<file path="config.mk">
export PLATFORM = sky130hd
export DESIGN_NAME = imm_gen_stage
export DESIGN_NICKNAME = d
export VERILOG_FILES = /design/src/rtl/legv8_pkg.sv /design/src/rtl/imm_decode.sv /design/src/rtl/imm_gen_stage.sv
export SDC_FILE = /design/constraint.sdc
export NUM_CORES = 1
export LEC_CHECK = 0
export ABC_AREA = 1
export CORE_UTILIZATION = 56
export CTS_BUF_LIST = sky130_fd_sc_hd__clkbuf_4
export DETAILED_ROUTE_END_ITERATION = 16
export HOLD_SLACK_MARGIN = 0.15
export PLACE_DENSITY = 0.81
export SLEW_MARGIN = 20
export SYNTH_ARGS = -nofsm -noshare
export SYNTH_HDL_FRONTEND = slang
export SYNTH_SLANG_ARGS = --single-unit
</file>
<file path="constraint.sdc">
create_clock -name clk -period 13.1 [get_ports clk]
set_input_delay 3.275 -clock clk [delete_from_list [all_inputs] [get_ports clk]]
set_output_delay 3.275 -clock clk [all_outputs]
set_load 0.01 [all_outputs]
</file>
<file path="src/rtl/legv8_pkg.sv">
// Shared LEGv8 definitions for the immediate-generation stage: format codes,
// opcode field constants and the default immediate width.
package legv8_pkg;

    localparam int unsigned DefaultDataW = 64;

    typedef enum logic [2:0] {
        FmtNone = 3'd0,
        FmtB    = 3'd1,
        FmtCb   = 3'd2,
        FmtD    = 3'd3,
        FmtI    = 3'd4,
        FmtIw   = 3'd5
    } fmt_e;

    // B format, instr[31:26]
    localparam logic [5:0]  OpB      = 6'b000101;
    localparam logic [5:0]  OpBl     = 6'b100101;
    // CB format, instr[31:24]
    localparam logic [7:0]  OpCbz    = 8'b10110100;
    localparam logic [7:0]  OpCbnz   = 8'b10110101;
    localparam logic [7:0]  OpBcond  = 8'b01010100;
    // D format, instr[31:21]
    localparam logic [10:0] OpLdur   = 11'b11111000010;
    localparam logic [10:0] OpStur   = 11'b11111000000;
    localparam logic [10:0] OpLdursw = 11'b10111000100;
    localparam logic [10:0] OpSturw  = 11'b10111000000;
    // I format, instr[31:22]
    localparam logic [9:0]  OpAddi   = 10'b1001000100;
    localparam logic [9:0]  OpSubi   = 10'b1101000100;
    localparam logic [9:0]  OpAddis  = 10'b1011000100;
    localparam logic [9:0]  OpSubis  = 10'b1111000100;
    localparam logic [9:0]  OpAndi   = 10'b1001001000;
    localparam logic [9:0]  OpOrri   = 10'b1011001000;
    localparam logic [9:0]  OpEori   = 10'b1101001000;
    // IW format, instr[31:23]
    localparam logic [8:0]  OpMovz   = 9'b110100101;
    localparam logic [8:0]  OpMovk   = 9'b111100101;

endpackage

</file>
<file path="src/rtl/imm_decode.sv">
// Combinational LEGv8 immediate decoder: classifies the instruction format and
// produces the extended (optionally scaled) immediate.
module imm_decode
    import legv8_pkg::*;
#(
    parameter int unsigned DATA_W   = DefaultDataW,
    parameter int unsigned BR_SHIFT = 0
) (
    input  logic [31:0]       instr_i,
    output logic [DATA_W-1:0] imm_o,
    output fmt_e              fmt_o,
    output logic              illegal_o
);

    logic        is_b, is_cb, is_d, is_i, is_iw;
    logic [63:0] imm_full;
    logic        unused_rd;

    assign unused_rd = ^instr_i[4:0];

    assign is_b  = (instr_i[31:26] == OpB) || (instr_i[31:26] == OpBl);
    assign is_cb = (instr_i[31:24] == OpCbz) || (instr_i[31:24] == OpCbnz) ||
                   (instr_i[31:24] == OpBcond);
    assign is_d  = (instr_i[31:21] == OpLdur) || (instr_i[31:21] == OpStur) ||
                   (instr_i[31:21] == OpLdursw) || (instr_i[31:21] == OpSturw);
    assign is_i  = (instr_i[31:22] == OpAddi) || (instr_i[31:22] == OpSubi) ||
                   (instr_i[31:22] == OpAddis) || (instr_i[31:22] == OpSubis) ||
                   (instr_i[31:22] == OpAndi) || (instr_i[31:22] == OpOrri) ||
                   (instr_i[31:22] == OpEori);
    assign is_iw = (instr_i[31:23] == OpMovz) || (instr_i[31:23] == OpMovk);

    // Extension is done at 64 bits; truncation to DATA_W afterwards gives the
    // same result as extending and shifting at the narrower width.
    always_comb begin
        imm_full  = '0;
        fmt_o     = FmtNone;
        illegal_o = 1'b0;
        if (is_b) begin
            fmt_o    = FmtB;
            imm_full = {{38{instr_i[25]}}, instr_i[25:0]};
            if (BR_SHIFT != 0) imm_full = imm_full << 2;
        end else if (is_cb) begin
            fmt_o    = FmtCb;
            imm_full = {{45{instr_i[23]}}, instr_i[23:5]};
            if (BR_SHIFT != 0) imm_full = imm_full << 2;
        end else if (is_d) begin
            fmt_o    = FmtD;
            imm_full = {{55{instr_i[20]}}, instr_i[20:12]};
        end else if (is_i) begin
            fmt_o    = FmtI;
            imm_full = {52'b0, instr_i[21:10]};
        end else if (is_iw) begin
            fmt_o = FmtIw;
            // hw of 2 or 3 places the halfword beyond a 32-bit result
            if (DATA_W == 32 && instr_i[22]) begin
                illegal_o = 1'b1;
            end else begin
                imm_full = {48'b0, instr_i[20:5]} << {instr_i[22:21], 4'b0000};
            end
        end
    end

    assign imm_o = imm_full[DATA_W-1:0];

endmodule

</file>
<file path="src/rtl/imm_gen_stage.sv">
// Pipeline stage wrapping imm_decode with an output register and a skid
// register; in_ready is registered so it never depends on out_ready.
module imm_gen_stage
    import legv8_pkg::*;
#(
    parameter int unsigned DATA_W   = DefaultDataW,
    parameter int unsigned BR_SHIFT = 0
) (
    input  logic              clk,
    input  logic              reset,
    input  logic              flush,
    input  logic              in_valid,
    output logic              in_ready,
    input  logic [31:0]       instr,
    output logic              out_valid,
    input  logic              out_ready,
    output logic [DATA_W-1:0] imm,
    output fmt_e              fmt,
    output logic              illegal
);

    logic [DATA_W-1:0] dec_imm;
    fmt_e              dec_fmt;
    logic              dec_ill;

    imm_decode #(
        .DATA_W  (DATA_W),
        .BR_SHIFT(BR_SHIFT)
    ) u_imm_decode (
        .instr_i  (instr),
        .imm_o    (dec_imm),
        .fmt_o    (dec_fmt),
        .illegal_o(dec_ill)
    );

    logic              out_valid_q, out_valid_d;
    logic [DATA_W-1:0] out_imm_q, out_imm_d;
    fmt_e              out_fmt_q, out_fmt_d;
    logic              out_ill_q, out_ill_d;
    logic              skid_valid_q, skid_valid_d;
    logic [DATA_W-1:0] skid_imm_q, skid_imm_d;
    fmt_e              skid_fmt_q, skid_fmt_d;
    logic              skid_ill_q, skid_ill_d;
    logic              in_ready_q, in_ready_d;
    logic              accept, out_free;

    assign accept   = in_valid & in_ready_q;
    assign out_free = ~out_valid_q | out_ready;

    always_comb begin
        out_valid_d  = out_valid_q;
        out_imm_d    = out_imm_q;
        out_fmt_d    = out_fmt_q;
        out_ill_d    = out_ill_q;
        skid_valid_d = skid_valid_q;
        skid_imm_d   = skid_imm_q;
        skid_fmt_d   = skid_fmt_q;
        skid_ill_d   = skid_ill_q;
        if (flush) begin
            out_valid_d  = 1'b0;
            out_imm_d    = '0;
            out_fmt_d    = FmtNone;
            out_ill_d    = 1'b0;
            skid_valid_d = 1'b0;
        end else if (out_free) begin
            // in_ready is low whenever the skid is full, so no accept here then
            if (skid_valid_q) begin
                out_valid_d  = 1'b1;
                out_imm_d    = skid_imm_q;
                out_fmt_d    = skid_fmt_q;
                out_ill_d    = skid_ill_q;
                skid_valid_d = 1'b0;
            end else begin
                out_valid_d = accept;
                if (accept) begin
                    out_imm_d = dec_imm;
                    out_fmt_d = dec_fmt;
                    out_ill_d = dec_ill;
                end
            end
        end else if (accept) begin
            skid_valid_d = 1'b1;
            skid_imm_d   = dec_imm;
            skid_fmt_d   = dec_fmt;
            skid_ill_d   = dec_ill;
        end
        in_ready_d = ~skid_valid_d;
    end

    always_ff @(posedge clk or posedge reset) begin
        if (reset) begin
            out_valid_q  <= 1'b0;
            out_imm_q    <= '0;
            out_fmt_q    <= FmtNone;
            out_ill_q    <= 1'b0;
            skid_valid_q <= 1'b0;
            skid_imm_q   <= '0;
            skid_fmt_q   <= FmtNone;
            skid_ill_q   <= 1'b0;
            in_ready_q   <= 1'b0;
        end else begin
            out_valid_q  <= out_valid_d;
            out_imm_q    <= out_imm_d;
            out_fmt_q    <= out_fmt_d;
            out_ill_q    <= out_ill_d;
            skid_valid_q <= skid_valid_d;
            skid_imm_q   <= skid_imm_d;
            skid_fmt_q   <= skid_fmt_d;
            skid_ill_q   <= skid_ill_d;
            in_ready_q   <= in_ready_d;
        end
    end

    assign in_ready  = in_ready_q;
    assign out_valid = out_valid_q;
    assign imm       = out_imm_q;
    assign fmt       = out_fmt_q;
    assign illegal   = out_ill_q;

endmodule

</file>
# == Word-level counts from Yosys, hierarchy flattened ==
# Cells that the tools add are included.
# word_totals
regBits,138
inputBits,37
out_inout_bits,70
elab_cells,78
# op_classes
eq_ne,18
shifts,1
n_mux,28
bitwise_logic,6
n_reduce_logical,17
# ops
op,n
$mux 64,9
$eq 10x10->1 const B,7
$shl 16x6->64,1
$eq 11x11->1 const B,4
$mux 3,9
$eq 9x9->1 const B,2
$eq 8x8->1 const B,2
$logic_or 1x1->1,13
$mux 1,10
$eq 8x7->1 const B,1
$eq 6x3->1 const B,1
$eq 6x6->1 const B,1
$not 1->1,4
$reduce_and 3->1,1
$reduce_bool 3->1,1
$reduce_and 2->1,1
$reduce_bool 2->1,1
$and 1x1->1,1
$or 1x1->1,1

# == Logic depth before layout (Yosys ltp) ==
# Gate-level depths: netlist of run 1.
# logic_depth
ltp_word,15
mapped_depth,15
depth_no_buf,15

# == Cells and area by module ==
# Synthesis of run 1 repeated with hierarchy kept, for this count alone.
# unflattened
cells_unflattened,1149
area_unflattened_um2,7848.8
# modules_own_cells
module,n_inst,cells_each,area_per_inst_um2,seq_area_each_um2
imm_gen_stage,1,821,6259.8,3478.3
imm_decode,1,328,1589.0,0.0

# == Worst setup path before layout of run 1 ==
# Ideal clock, no wire load.
# synth_timing
path_kind,input to register
startpoint,input port instr[21]
endpoint,register out_imm_q[15] (netlist: imm[15])
setup_ps,116
arrival_time_ps,4381
required_time_ps,12984
slack_ps,8603
cell_stages,13
path_buffers,3
cell_sequence,buf_4 > inv_4 > nand2_1 > nor2_1 > nand3_1 > buf_2 > buf_2 > nand2_1 > nand2_1 > nand3_1 > nand2_1 > nand2_1 > nand2_1
# synth_between
elab_chain_len,11
elab_cells_between_ends,17
cone_classes,eq/ne: 4; shift: 1; mux: 9; reduce/logical: 3
# synth_rtl
element,line,source
start: declaration,imm_gen_stage.sv:14,"input logic [31:0] instr,"
"parallel branches: the longest is 4 deep, another holds $shl 16x6->64",n/a,
$mux 64 *,imm_decode.sv:46,end else if (is_d) begin
$mux 64 *,imm_decode.sv:42,end else if (is_cb) begin
$mux 64 *,imm_decode.sv:38,if (is_b) begin
$mux 64 *,imm_gen_stage.sv:75,if (accept) begin
$mux 64 *,imm_gen_stage.sv:67,if (skid_valid_q) begin
$mux 64 *,imm_gen_stage.sv:65,end else if (out_free) begin
$mux 64 *,imm_gen_stage.sv:59,if (flush) begin
end signal: assignment,imm_gen_stage.sv:103,out_imm_q <= out_imm_d;
end: declaration,imm_gen_stage.sv:37,"logic [DATA_W-1:0] out_imm_q, out_imm_d;"
# Mark *: on every way between the ends. The select of a mux whose other input is x is not followed.
# A chain may end at the register's enable or synchronous reset.

# == Worst setup path after layout of run 1 ==
# layout_timing
startpoint,input port instr[21]
endpoint,register out_imm_q[53] (netlist: imm[53])
# Same word-level chain as after synthesis.

==> flow_summary.yaml, run 1 <==
setup_path:
  criticalPathCategory: "primary input to register"
  cp_slowest_cell: "nand3_4"
  worst_setup_path_start_kind: "primary input"
  crit_cells: 14
  critPathTopFamily: "simple AND/OR/NAND/NOR gates"
  cp.arrival_ps: 6340
  path_buf_inv: 4
  reg2regPathDepth: 8
  path_max_fanout: 65
  crit_chain: "clkdlybuf4s50_1, buf_4, inv_4, nand2_1, nor2_1, nand3_4, nand2_1, buf_4, nand4_1, nand2_1, nand2_1, nand2_1, nand2_1, nand2_1"
  worstSetupEndpointType: "register"
  crit_top_cell: "nand2_1"
  slowest_delay_ps: 540
  crit_required_ps: 13610
grt:
  grt_pass1_vias: 7289
  grt_pass1_wl_mm: 35.70
  grt_usage_pct: 30.92
  grt_max_degree: 121
  grt-ovfl-total: 0
  antenna_found_initial: 0
clock_network:
  cts_setup_buffers: 0
  htree_levels: 4
  cts_tree: "done"
  clk_latency_ps: 580
  ctsHoldBuffers: 0
  clock_sinks: 137
  cts_resized: 0
  numCtsBuffers: 17
  clk_pin_slew_ps: 120
  clockBufferDepth: 2
  root_buffer: "clkbuf_4"
route:
  via_per_inst: 5.491
  post-route-drc-count: 0
  vias: 8072
  wl_per_cell_um: 14.48
  drt_wl_total_mm: 21.29
  antenna_left: 0
  drt_iter0_markers: 787
  firstDrtPassIters: 6
timing:
  final_hold_viol_count: 0
  period_minus_slack_ps: 5830
  clock.fmax_mhz: 171.5
  worst_slew_pin_slew_ps: 880.1
  fin_skew_ps: 18.26
  rsz0062_at_grt: "no"
  slew_headroom_pct: 41.12
  finalCritPeriodShare_pct: 44.51
  fin_setup_tns_ps: 0
  setup_viol: 0
  drv_slew: 0
run_status:
  status: "finished clean"
yosys:
  ys_warn_count: 0
  synthCells: 1235
  ys_seq_area_share_pct: 42.59
  synth_fp_nets: 1272
  syn_area_um2: 8049
  avgSynthCellArea_um2: 6.517
  synth-seq-cells: 137
  ys_types: 26
placed_design:
  io_buffers: 105
  place.gp.congestion: 0.9601
  dp.cells: 1438
  dpl.hpwl_mm: 13.59
power_and_ir_drop:
  max-vdd-ir-drop_mv: 0.06919
  p_leak_nw: 5.421
  power_per_cell_area_nw_per_um2: 92.71
cells_and_area:
  diodes: 0
  multiInputGateArea_um2: 4051
  fin_nets: 1314
  area_delta_synth_final_pct: 15.67
  n_fill_cell: 1278
  drive_gt1_share_pct: 4.496
  register_area_um2: 3428
  post_layout_nonfiller_instances: 1470
floorplanning:
  pin_count: 107
  dieArea_um2: 14860
  start_util_pct: 57.76
  rows: 43
  die_h_um: 121.9
  core_um2: 13930
  die_x_um: 121.9
run:
  drv_cap: 0
worst_hold_path:
  hold_path_depth: 2
  hold_class: "register to register"
## sequential cells by signal, indices dropped and copies added, names as in the netlist
register and flops:
skid_fmt_q 3, skid_valid_q 1, skid_imm_q 64, out_valid 1
fmt 3, imm 64, in_ready 1
## cell usage in the layout (no fill, tap or decap), types with 3 or more instances in the layout
master           synthesis  final
nor2_1                 151    151
o21ai_1                 58     58
inv_6                    0      3
a21oi_1                 10      9
inv_1                   40     38
o21bai_1                 5      5
buf_4                    4      9
dfrtp_1                137    137
nor3_1                   4      4
nand2_2                  2      4
nand2_1                558    556
o21ai_0                 26     26
clkdlybuf4s50_1          0    105
or2_2                    4      4
clkinv_1                 0      4
clkbuf_4                 0     19
nand4_1                 53     53
inv_2                    5      5
o22ai_1                  8      8
bufinv_16                0      3
nand3_1                 75     74
## cell type report
cell class | count | share of cell area (%)
sequential | 137 | 36.82
multi-input combinational | 960 | 43.52
timing repair buffer | 115 | 12.14
clock buffer | 19 | 1.532
tap | 180 | 2.419
clock inverter | 13 | 1.626
inverter | 46 | 1.949
## layer usage
metal  up-vias  track usage [%]  part of all wire (%)
met5         -                0                     0
met2       303            47.00                    45
met4         0            11.03                   1.9
li1       4010                -                     -
met3        37            7.397                   7.9
met1      3722            42.99                    45
## synthesized netlist by cell type
| library cell | number | area (µm²) |
|---|---|---|
| buf_6 | 3 | 33.78 |
| nand2_1 | 558 | 2095 |
| inv_1 | 40 | 150.1 |
| a21oi_1 | 10 | 50.05 |
| o21bai_1 | 5 | 37.54 |
| conb_1 | 1 | 3.750 |
| a31oi_1 | 2 | 12.51 |
| a21boi_0 | 1 | 7.510 |
| o21ai_0 | 26 | 130.1 |
| o22ai_1 | 8 | 50.05 |
| o21ai_1 | 58 | 290.3 |
| nor3_1 | 4 | 20.02 |
| dfrtp_1 | 137 | 3428 |
| nand4_1 | 53 | 331.6 |
| o21ai_2 | 1 | 8.760 |
| inv_4 | 1 | 6.260 |
| clkbuf_1 | 47 | 176.4 |
| inv_2 | 5 | 18.77 |
| nand3_1 | 75 | 375.4 |
| nor2_2 | 1 | 6.260 |
| buf_1 | 6 | 22.52 |
| or2_2 | 4 | 25.02 |
| buf_2 | 32 | 160.2 |
| nor2_1 | 151 | 566.8 |
| buf_4 | 4 | 30.03 |
| nand2_2 | 2 | 12.51 |
## path summary, 6_finish.rpt
kind                                 from             end  slack [ps]
worst max-delay path            instr[21]         imm[53]        7270
min in group asynchronous           reset         imm[11]        3170
max in group asynchronous           reset         imm[47]        8710
worst max register to register  out_valid  skid_imm_q[38]       10480
worst min register to register    imm[13]         imm[13]         490
worst min-delay path              imm[13]         imm[13]         490
## through the flow
stage          util, %  setup WS [ps]  area (µm²)  hold slack [ps]  power, mW
4_1_cts          66.73           7007        9299            494.9     0.8675
6_report         66.81           7270        9310            489.5     0.8632
3_3_place_gp     64.62           6446        9005            460.6     0.5721
3_5_place_dp     64.62           6394        9005            464.4     0.5747
2_1_floorplan        -           6157        8049            453.7     0.5277
5_1_grt          66.81           7057        9310            509.2     0.9033
## worst min-delay path, cell delays in order, from the launching register on
cell and delay [ps]:
dfrtp_1 360, nand2_1 50, nand2_1 50
## where the power goes
| part | leakage [nW] | internal (mW) | total [mW] | switching [mW] |
|---|---|---|---|---|
| Sequential | 1.89 | 0.441 | 0.450 | 0.00949 |
| Combinational | 3.38 | 0.0414 | 0.117 | 0.0755 |
| Clock | 0.153 | 0.135 | 0.296 | 0.161 |
| Total | 5.42 | 0.617 | 0.863 | 0.246 |
## logic make-up (layout without fill, tap and decap cells)
logic type      count (synthesis)  in the layout  share of synthesized area [%]
simple gates                  848            848                          42.64
buf+inv                       138            193                          7.430
flops                         137            137                          42.59
compound gates                111            111                          7.291
other cells                     1              1                        0.04659
(Power assumes the default switching activity.)
==> inputs of run 2 (changes only) <==
--- a/config.mk
+++ b/config.mk
@@ -6,11 +6,11 @@
 export NUM_CORES = 1
 export LEC_CHECK = 0
 export ABC_AREA = 1
-export CORE_UTILIZATION = 56
+export CORE_UTILIZATION = 52
 export CTS_BUF_LIST = sky130_fd_sc_hd__clkbuf_4
 export DETAILED_ROUTE_END_ITERATION = 16
 export HOLD_SLACK_MARGIN = 0.15
-export PLACE_DENSITY = 0.81
+export PLACE_DENSITY = 0.79
 export SLEW_MARGIN = 20
 export SYNTH_ARGS = -nofsm -noshare
 export SYNTH_HDL_FRONTEND = slang
==> constraint.sdc (replaced) <==
create_clock -name clk -period 5 [get_ports clk]
set_input_delay 1.25 -clock clk [delete_from_list [all_inputs] [get_ports clk]]
set_output_delay 1.25 -clock clk [all_outputs]
set_load 0.01 [all_outputs]
==> run 2 against run 1 <==
- global-route usage shrank 3.8 points
- critical path type unchanged
- worst setup slack worse by 5600 ps
- critical path depth decreased by 3
- sequential share of layout area down 0.42 points
- clock skew is 7.5 ps lower
- combinational power grew to 2.6 times the previous value
- sequential cell count unchanged
- clock-buffer cell count is 1 lower
- register-to-register slack got worse by 8200 ps
- sequential power grew to 2.6 times the previous value
==> flow_summary.yaml, run 2 (same netlist as run 1, synthesis figures left out) <==
power_and_ir_drop:
  p_leak_nw: 5.469
  max-vdd-ir-drop_mv: 0.1199
  power_per_cell_area_nw_per_um2: 248.6
timing:
  setup_viol: 0
  period_minus_slack_ps: 3296
  fin_setup_tns_ps: 0
  drv_slew: 0
  clock.fmax_mhz: 303.4
  worst_slew_pin_slew_ps: 913.1
  slew_headroom_pct: 38.99
  final_hold_viol_count: 0
  finalCritPeriodShare_pct: 65.92
  fin_skew_ps: 10.75
  fin_ws_ps: 1704
  rsz0062_at_grt: "no"
placed_design:
  placed_area_um2: 9072
  place.gp.congestion: 0.9616
  dpl.hpwl_mm: 13.57
  io_buffers: 105
  pre_cts_ws_ps: 1185
setup_path:
  worstSetupEndpointType: "register"
  path_max_fanout: 35
  crit_end: "imm[7]"
  reg2regPathDepth: 6
  cp.arrival_ps: 3770
  worst_setup_path_start_kind: "primary input"
  crit_required_ps: 5470
  criticalPathCategory: "primary input to register"
  worstSetupStartpoint: "instr[22]"
  crit-reg2reg-launch: "skid_valid_q"
  r2r-end: "imm[35]"
  r2r_slack_ps: 2320
route:
  antenna_left: 0
  wl_per_cell_um: 14.06
  vias: 7944
  firstDrtPassIters: 6
  via_per_inst: 5.353
  drt_wl_total_mm: 20.86
  post-route-drc-count: 0
  drt_iter0_markers: 863
clock_network:
  clockBufferDepth: 2
  clk_latency_ps: 570
  root_buffer: "clkbuf_4"
  cts_tree: "done"
  cts_setup_buffers: 0
  ctsHoldBuffers: 0
  clock_sinks: 137
  numCtsBuffers: 17
  htree_levels: 4
  clk_pin_slew_ps: 110
  cts_resized: 0
cells_and_area:
  final_common_cell: "nand2_1"
  drive_gt1_share_pct: 4.942
  n_fill_cell: 1382
  final_cell_mix: "nand2_1 (557), nor2_1 (151), dfrtp_1 (137)"
  register_area_um2: 3428
  fin_nets: 1319
  multiInputGateArea_um2: 4041
  fin_area_um2: 9418
  fin_util_pct: 62.18
  area_delta_synth_final_pct: 17.01
run_status:
  status: "finished clean"
grt:
  grt_pass1_vias: 6969
  met2_usage_pct: 39.39
  use_met3_pct: 5.820
  grt-busiest-layer: "met1"
  grt_pass1_wl_mm: 34.62
  antenna_found_initial: 1
  grt_usage_pct: 27.13
  grt_use_met1_pct: 39.95
  grt_max_degree: 125
  grt-ovfl-total: 0
floorplanning:
  core_um2: 15150
  die_x_um: 126.4
  rows: 45
  start_util_pct: 53.14
  dieArea_um2: 15980
  die_h_um: 126.4
  pin_count: 107
run:
  drv_cap: 0
worst_hold_path:
  hold_class: "register to register"
## run 2: cell types whose count changed in the layout (fill, tap and decap cells not counted), sizes merged
cell,previous run,this run
buf,10,15
inv,47,45
diode,0,1
clkinvlp,2,3
bufinv,3,5
clkbuf,19,18
## run 2: critical path, stage by stage
cell and delay [ps]:
clkdlybuf4s50_1 460, buf_4 310, inv_1 410, nand3_1 390, inv_1 190, nand3_1 110
nand2_1 70, o21bai_1 340, nand2_1 90, nand2_1 90, nand2_1 50
## run 2: worst min path at each step
stage / slack (ps) / cells past startpoint / to / start
5_1_grt: 510 / 2 / imm[57] / imm[57]
6_report: 490 / 2 / imm[39] / imm[39]
3_3_place_gp: 460 / 2 / imm[46] / imm[46]
2_1_floorplan: 450 / 2 / skid_imm_q[0] / skid_imm_q[0]
3_5_place_dp: 460 / 2 / imm[5] / imm[5]
4_1_cts: 490 / 2 / imm[39] / imm[39]
## run 2: layer usage
layer  part of all wire [%]  routed length (µm)  vias up
met5                      0                   0        -
met4                    1.9                 402        0
met1                     47                9790     3602
met3                    6.9                1446       40
li1                       -                   -     4012
met2                     44                9222      290
## run 2: cell type report
cell class              instances  share of cell area [%]
diodes                          1                 0.02657
clock buffers                  18                   1.435
flip-flops and latches        137                   36.40
repair buffers                120                   12.66
multi-input cells             960                   42.91
inverters                      46                   1.900
well taps                     188                   2.498
clock inverters                14                   2.166
## run 2: power breakdown
| group | switching (mW) | internal [mW] | leakage (nW) |
|---|---|---|---|
| Clock | 0.408 | 0.446 | 0.173 |
| Combinational | 0.198 | 0.110 | 3.41 |
| Sequential | 0.0242 | 1.15 | 1.89 |
| Total | 0.630 | 1.71 | 5.47 |
## run 2: through the flow
step,instances,hold WS [ps],power (mW)
finish,1484,486.2,2.342
global route,1484,507.5,2.449
CTS,1483,492.3,2.358
detailed placement,1451,463.7,1.506
global placement,1451,460.7,1.500
floorplan,1235,453.7,1.383
